$ cat src/rtl/fifo_pkg.sv
// Shared constants for the synchronous FIFO: default geometry and pointer width.
package fifo_pkg;

   localparam int DEF_FIFO_WIDTH = 16;
   localparam int DEF_FIFO_DEPTH = 8;
   localparam int FIFO_PTR_W     = $clog2(DEF_FIFO_DEPTH);

endpackage : fifo_pkg

$ cat src/rtl/sync_fifo.sv
// Single-clock FIFO with a registered read port, write acknowledge and occupancy flags.
// Pointers wrap naturally because the depth is a power of two.
module sync_fifo
   import fifo_pkg::*;
#(
   parameter int FIFO_WIDTH = DEF_FIFO_WIDTH,
   parameter int FIFO_DEPTH = DEF_FIFO_DEPTH
) (
   input  logic                  clk,
   input  logic                  rst_n,
   input  logic [FIFO_WIDTH-1:0] data_in,
   input  logic                  wr_en,
   input  logic                  rd_en,
   output logic [FIFO_WIDTH-1:0] data_out,
   output logic                  wr_ack,
   output logic                  overflow,
   output logic                  underflow,
   output logic                  full,
   output logic                  almostfull,
   output logic                  empty,
   output logic                  almostempty
);

   localparam int               PTR_W   = $clog2(FIFO_DEPTH);
   localparam int               CNT_W   = PTR_W + 1;
   localparam logic [CNT_W-1:0] DEPTH_C = CNT_W'(FIFO_DEPTH);

   logic [FIFO_WIDTH-1:0] r_mem [FIFO_DEPTH];
   logic [PTR_W-1:0]      r_wr_ptr;
   logic [PTR_W-1:0]      r_rd_ptr;
   logic [CNT_W-1:0]      r_count;
   logic [FIFO_WIDTH-1:0] r_data_out;
   logic                  r_wr_ack;
   logic                  r_overflow;
   logic                  r_underflow;

   logic w_wr_ok;
   logic w_rd_ok;

   // Acceptance is judged on the flags as they stood before this edge.
   assign w_wr_ok = wr_en && !full;
   assign w_rd_ok = rd_en && !empty;

   // NOTE: storage has no reset; after reset the pointers make stale words unreachable.
   always_ff @(posedge clk) begin
      if (w_wr_ok) r_mem[r_wr_ptr] <= data_in;
   end

   // NOTE: sequential state uses non-blocking assignments so every register samples pre-edge values.
   always_ff @(posedge clk or negedge rst_n) begin
      if (!rst_n) begin
         r_wr_ptr    <= '0;
         r_rd_ptr    <= '0;
         r_count     <= '0;
         r_data_out  <= '0;
         r_wr_ack    <= 1'b0;
         r_overflow  <= 1'b0;
         r_underflow <= 1'b0;
      end else begin
         r_wr_ack    <= w_wr_ok;
         r_overflow  <= wr_en && full;
         r_underflow <= rd_en && empty;

         if (w_wr_ok) r_wr_ptr <= r_wr_ptr + PTR_W'(1);

         if (w_rd_ok) begin
            r_data_out <= r_mem[r_rd_ptr];
            r_rd_ptr   <= r_rd_ptr + PTR_W'(1);
         end

         case ({w_wr_ok, w_rd_ok})
            2'b10:   r_count <= r_count + CNT_W'(1);
            2'b01:   r_count <= r_count - CNT_W'(1);
            default: r_count <= r_count;
         endcase
      end
   end

   assign data_out    = r_data_out;
   assign wr_ack      = r_wr_ack;
   assign overflow    = r_overflow;
   assign underflow   = r_underflow;

   assign full        = (r_count == DEPTH_C);
   assign almostfull  = (r_count == DEPTH_C - CNT_W'(1));
   assign empty       = (r_count == '0);
   assign almostempty = (r_count == CNT_W'(1));

endmodule : sync_fifo

$ cat config.mk
export PLATFORM = sky130hd
export DESIGN_NAME = sync_fifo
export DESIGN_NICKNAME = d
export VERILOG_FILES = /design/src/rtl/fifo_pkg.sv /design/src/rtl/sync_fifo.sv
export SDC_FILE = /design/constraint.sdc
export NUM_CORES = 1
export LEC_CHECK = 0
export BUFFER_PORTS_ARGS = -buffer_cell sky130_fd_sc_hd__buf_2
export CAP_MARGIN = 5
export CELL_PAD_IN_SITES_DETAIL_PLACEMENT = 1
export CELL_PAD_IN_SITES_GLOBAL_PLACEMENT = 2
export CORE_UTILIZATION = 40
export DETAILED_ROUTE_END_ITERATION = 16
export HOLD_SLACK_MARGIN = 0.05
export PLACE_DENSITY_LB_ADDON = 0.2
export SLEW_MARGIN = 0
export SYNTH_ARGS = -nofsm -noshare
export SYNTH_HDL_FRONTEND = slang
export SYNTH_SLANG_ARGS = --single-unit
$ cat constraint.sdc
create_clock -name clk -period 3.1 [get_ports clk]
set_input_delay 0 -clock clk [delete_from_list [all_inputs] [get_ports clk]]
set_output_delay 0 -clock clk [all_outputs]
set_load 0.01 [all_outputs]
# Word-level counts from Yosys, hierarchy flattened

Memory sizes are Yosys's and may differ from the RTL's. A register that Yosys moved wholly into a read port is not among the register bits.
Index checks and enable logic that the tools add are counted.

Bits in registers: 13
Bits in writable memories: 128
Output and inout port bits: 23
Word-level logic and storage cells: 28
Memories: 1

Memory list:

| name  | depth | bits a word | rd ports | clocked after Yosys merged registers in | write ports | line            | RTL |
|---|---|---|---|---|---|---|---|
| r_mem | 8     | 16          | 1        | 1                                       | 1           | sync_fifo.sv:28 | `logic [FIFO_WIDTH-1:0] r_mem [FIFO_DEPTH];` |

Add/sub/neg operators: 4
Eq/ne operators: 5
Multiplexer cells: 3
Reduce and logical (&&, ||, !) cells: 9

Operators with widths:

| operator              | count |
|---|---|
| $pmux W4 S2           | 1 |
| $add A3 B1 Y3 const B | 2 |
| $add A4 B1 Y4 const B | 1 |
| $eq A4 B1 Y1 const B  | 1 |
| $eq A4 B3 Y1 const B  | 1 |
| $eq A4 B4 Y1 const B  | 1 |
| $logic_and A1 B1 Y1   | 4 |
| $logic_not A4 Y1      | 1 |
| $sub A4 B1 Y4 const B | 1 |
| $logic_not A1 Y1      | 3 |
| $eq A2 B1 Y1 const B  | 1 |
| $eq A2 B2 Y1 const B  | 1 |
| $mux W1               | 2 |
| $reduce_bool A2 Y1    | 1 |

# Depth between registers and ports, before layout

Word-level depth: 5
Depth in mapped cells: 11

# Worst setup path after synthesis

OpenSTA, ideal clock, no wires.

Kind: flip-flop to flip-flop
Start point: reg r_count[0]
End point: mem r_mem[1][0] (netlist name), enable pin
Setup time: 0.409 ns
Arrival time: 2.116 ns
Required time: 2.691 ns
Path slack: 0.575 ns
Cell stages (with the launch flop): 6
Path buffers: 0
Cell sequence: dfrtp_1 inv_1 ha_1 nand3b_1 nand3_1 nor3_1

Cells in the longest elaborated chain, start to end: 5

RTL lines:

| element                       | line            | RTL |
|---|---|---|
| from (decl)                   | sync_fifo.sv:31 | `logic [CNT_W-1:0] r_count;` |
| from (signal assigned)        | sync_fifo.sv:72 | `2'b10: r_count <= r_count + CNT_W'(1);` |
| from (signal assigned)        | sync_fifo.sv:73 | `2'b01: r_count <= r_count - CNT_W'(1);` |
| from (signal assigned)        | sync_fifo.sv:74 | `default: r_count <= r_count;` |
| $eq A4 B4 Y1                  | sync_fifo.sv:84 | `assign full = (r_count == DEPTH_C);` |
| $logic_not A1 Y1              | sync_fifo.sv:41 | `assign w_wr_ok = wr_en && !full;` |
| $logic_and A1 B1 Y1           | sync_fifo.sv:41 |  |
| $mux W1                       | sync_fifo.sv:46 | `if (w_wr_ok) r_mem[r_wr_ptr] <= data_in;` |
| $mux W1 (not written as such) | sync_fifo.sv:46 |  |
| to (decl)                     | sync_fifo.sv:28 |  |

No other way between the ends.

# Worst setup path in the final report

Start point: reg r_count[0]
End point: reg r_count[3]

Cells in the longest elaborated chain, start to end: 5

RTL lines:

| element                                           | line                             | RTL |
|---|---|---|
| $eq A4 B4 Y1 or $logic_not A4 Y1 (tied branches)  | sync_fifo.sv:84, sync_fifo.sv:86 |  |
| $logic_not A1 Y1 (on tied branches)               | sync_fifo.sv:41, sync_fifo.sv:42 |  |
| $logic_and A1 B1 Y1 (on tied branches)            | sync_fifo.sv:41, sync_fifo.sv:42 |  |
| $eq A2 B1 Y1 or $eq A2 B2 Y1 (tied branches)      | sync_fifo.sv:71                  | `case ({w_wr_ok, w_rd_ok})` |
| $pmux W4 S2 or $reduce_bool A2 Y1 (tied branches) | --                               |  |

Parallel ways exist; a longest one is shown, timed or not.
A chain may end at the register's enable or synchronous reset.

==> results.md <==
* Count leader, synth: edfxtp_1
* Reg2reg end: r_count[3]$_DFFE_PN0P_
* Post-DRT Antenna Nets at 0
* Area Growth Syn to Fin at 21.7%
* Initial antenna violation count at 0
* Tot Pwr at 7460 uW
* Via Count at approximately 3.4k
* Pre-Repair DR Iteration Count at 6
* Top-Level Pins at 43
* Worst-skew pair later-pin latency at 0.41 ns
* Wirelength, routed at 14,000 um
* Placed inst area at 6800 um2
* FP Rows at 45
* CTS Buf Count at 17
* Min-Delay Path Class: input pin to asynchronous set/reset pin
* Total GRT Usage at 0.189
* Final Max Tran Viols at 0
* Syn_nets at 386
* Post-synth EDFFs at 128
* Share of flip-flops with an asynchronous set or reset at 0.185
* Non-Filler Instances at 661
* Power per cell area at 973 nW/um2
* Final nets at 463
* Most used cell, CP: ha_1
* Netlist Area Pre-Place at approximately 6300 um2
* Initial Utilization at 0.412
* Dominant synthesized flop cell: edfxtp_1
* Crit-path slowest cell: or4b_1
* R2R depth at 8
* Die X at 127 um
* Worst setup EP type: flip-flop
* List of most frequent post-synthesis cells: 128 x edfxtp_1, 33 x mux2i_1, 29 x dfrtp_1, 24 x mux2_2
* Vias in the first global route at 3,693
* Leak pwr at 0.00283 uW
* DRC at 0
* Headroom to the max-slew limit at 0.384
* Crit path arrival time at 2.59 ns
* Seq/Total Area, Yosys at 0.726
* Fin area at 7660 um2
* Wire per inst at 21.2 um
* Post-CTS Setup Repair Bufs at 0
* GP Congestion at between 0.7 and 0.8
* Synth warn at 0
* Sink Count at approximately 160
* DRT iter0 DRCs at around 180
* Final worst path period share at 0.726
* Post-synthesis cell type count at 32
* Peak supply drop at 0.000409 V
* Placed Cells at between 600 and 700
* Std-Cell Core Area at ~15,000 um2
* Hold_ws at between 0.2 and 0.25 ns
* Flops & latches, synth at 157
* Total gr overflow at 0
* H-tree Lvls at 4
* DR vias/cell at roughly 5.1
* Avg Synthesized Cell Area at 17.5 um2
* Layout cells sized above 1 at 0.293
* Status: finished, final reports clean
* Clock Pin Slew Worst Setup and Hold Paths at 0.06 ns
* Reg2Reg Launch Point: r_count[0]$_DFFE_PN0P_
* Max-cap viol count at 0
* Layout Skew at 0.00918 ns
* Crit path time final at 2.25 ns
* Inserted Diodes at 0
* Critical path cell sequence: inv_1, ha_1, nand3b_1, nand2_1, ha_1, or4b_1, a21oi_2, xor2_1
* Largest net degree at the start of global routing at slightly above 50
* Root Driver: clkbuf_16
* Post-CTS resize count at 0
* Die area at between 15,000 and 20,000 um2
* Flop2flop setup slack at 0.85 ns
* Post-synth top area share at 0.611
* Worst Tran Pin Value at 0.924 ns
* Startpoint types: flip-flop
* Worst setup path category: flip-flop to flip-flop
* First-pass GRT wire length at approximately 22,000 um
* Final Hold Vio Count at 0
* Clk buf depth at 2
* Post-Syn Instances at 360
* CP max stage delay at 0.48 ns
* Setup TNS Final at 0 ns
* DP Wirelength at 8030 um
* Synth area leader: edfxtp_1
* Final setup viols at 0
* FMAX at 0.444 GHz
* Unrepaired setup endpoints after global routing: no
* Worst EP required at 3.44 ns
* Critical path fanouts, max at 6
* CTS tree: done
* Fill count at 1,438
* Port bufs at 42
* Die height at about 130 um
* Area contributors post-synth: edfxtp_1 61%, dfrtp_1 12%, mux2i_1 5.2%, mux2_2 4.3%, o31ai_2 3.2%
-- power by group --
part / switching (uW) / internal (uW)
combinational: 1180 / 919
clock: 794 / 1560
sequential: 267 / 2730
-- through the flow --
stage | utilization | setup slack [ns]
global placement | 0.446 | 0.962
CTS | 0.502 | 0.806
global route | 0.502 | 0.619
finish | 0.502 | 0.848
floorplan | - | 0.575
detailed placement | 0.446 | 0.823
-- repair_timing --
action	CTS	global route
hold buffers	19	0
endpoints found under the hold margin	163	0
setup endpoints to repair	0	0
-- routing by layer --
| layer | share of wire | global-route usage | vias up |
|---|---|---|---|
| li1 | - | - | 1560 |
| met1 | 0.44 | 0.227 | 1787 |
| met3 | 0.022 | 0.0360 | 14 |
| met4 | 0.013 | 0.0686 | 0 |
| met5 | 0 | 0 | - |
| met2 | 0.52 | 0.337 | 43 |
-- cell usage in the layout (no fill, tap or decap), types with 3 or more instances in the layout --
master | synthesis | layout
a22o_1 | 16 | 16
clkbuf_16 | 0 | 17
nor2_1 | 9 | 9
inv_1 | 5 | 5
o31ai_2 | 16 | 16
dfrtp_1 | 29 | 28
o22ai_1 | 16 | 16
mux2i_1 | 33 | 33
nand3b_1 | 3 | 3
o21ai_0 | 11 | 11
mux2_2 | 24 | 24
o21ai_1 | 6 | 6
mux2_1 | 10 | 10
nand2_1 | 5 | 5
clkbuf_1 | 3 | 3
bufinv_16 | 0 | 6
buf_4 | 2 | 12
buf_2 | 7 | 42
nand2b_1 | 4 | 4
buf_12 | 0 | 3
dlygate4sd3_1 | 0 | 19
ha_1 | 6 | 6
xnor2_1 | 6 | 6
edfxtp_1 | 128 | 128
-- cell families (layout without fill, tap and decap cells) --
kind of cell,count (synthesis),count (layout),synth area share
simple gates,32,32,0.0274
compound gates,66,66,0.0849
flops,157,157,0.726
mux,67,67,0.113
buf+inv,24,114,0.0252
xor+xnor,8,8,0.0111
fa+ha+maj,6,6,0.0119
-- layout make-up --
cell class | instances | area (um2) | share of cell area
Sequential cell | 157 | 4570 | 0.597
Multi-Input combinational cell | 179 | 1580 | 0.206
Timing Repair Buffer | 76 | 551 | 0.0718
Clock buffer | 22 | 464 | 0.0606
Tap cell | 211 | 264 | 0.0345
Clock inverter | 10 | 210 | 0.0274
Inverter | 6 | 22.5 | 0.00294
-- state kept, by name, indices dropped and copies added, names as in the netlist --
register and flops:
wr_ack 1, r_count 4, r_rd_ptr 3, overflow 1, underflow 1, r_wr_ptr 3, r_mem 128, data_out 16
-- worst max-delay path: cells and delay by family, from the launching register on --
kind	cells	cell delay, ns
and+or+nand+nor	3	0.87
buffers and inverters	1	0.09
xor gates and xnor gates	1	0.15
AOI/OAI and AO/OA	1	0.16
DFF	1	0.45
adders and majority gates	2	0.45
-- how the worst max path moves through the flow --
stage	startpoint	to	slack [ns]	cells past startpoint
after floorplan	r_count[0]$_DFFE_PN0P_	r_mem[1][0]$_DFFE_PP_	0.57	5
after global placement	r_count[0]$_DFFE_PN0P_	r_count[3]$_DFFE_PN0P_	0.96	8
after detailed placement	r_count[0]$_DFFE_PN0P_	r_count[3]$_DFFE_PN0P_	0.82	8
after CTS	r_count[0]$_DFFE_PN0P_	r_count[3]$_DFFE_PN0P_	0.81	8
after global routing	r_count[0]$_DFFE_PN0P_	r_count[3]$_DFFE_PN0P_	0.62	8
final	r_count[0]$_DFFE_PN0P_	r_count[3]$_DFFE_PN0P_	0.85	8
Note: power is estimated with default switching activity, not from simulation.
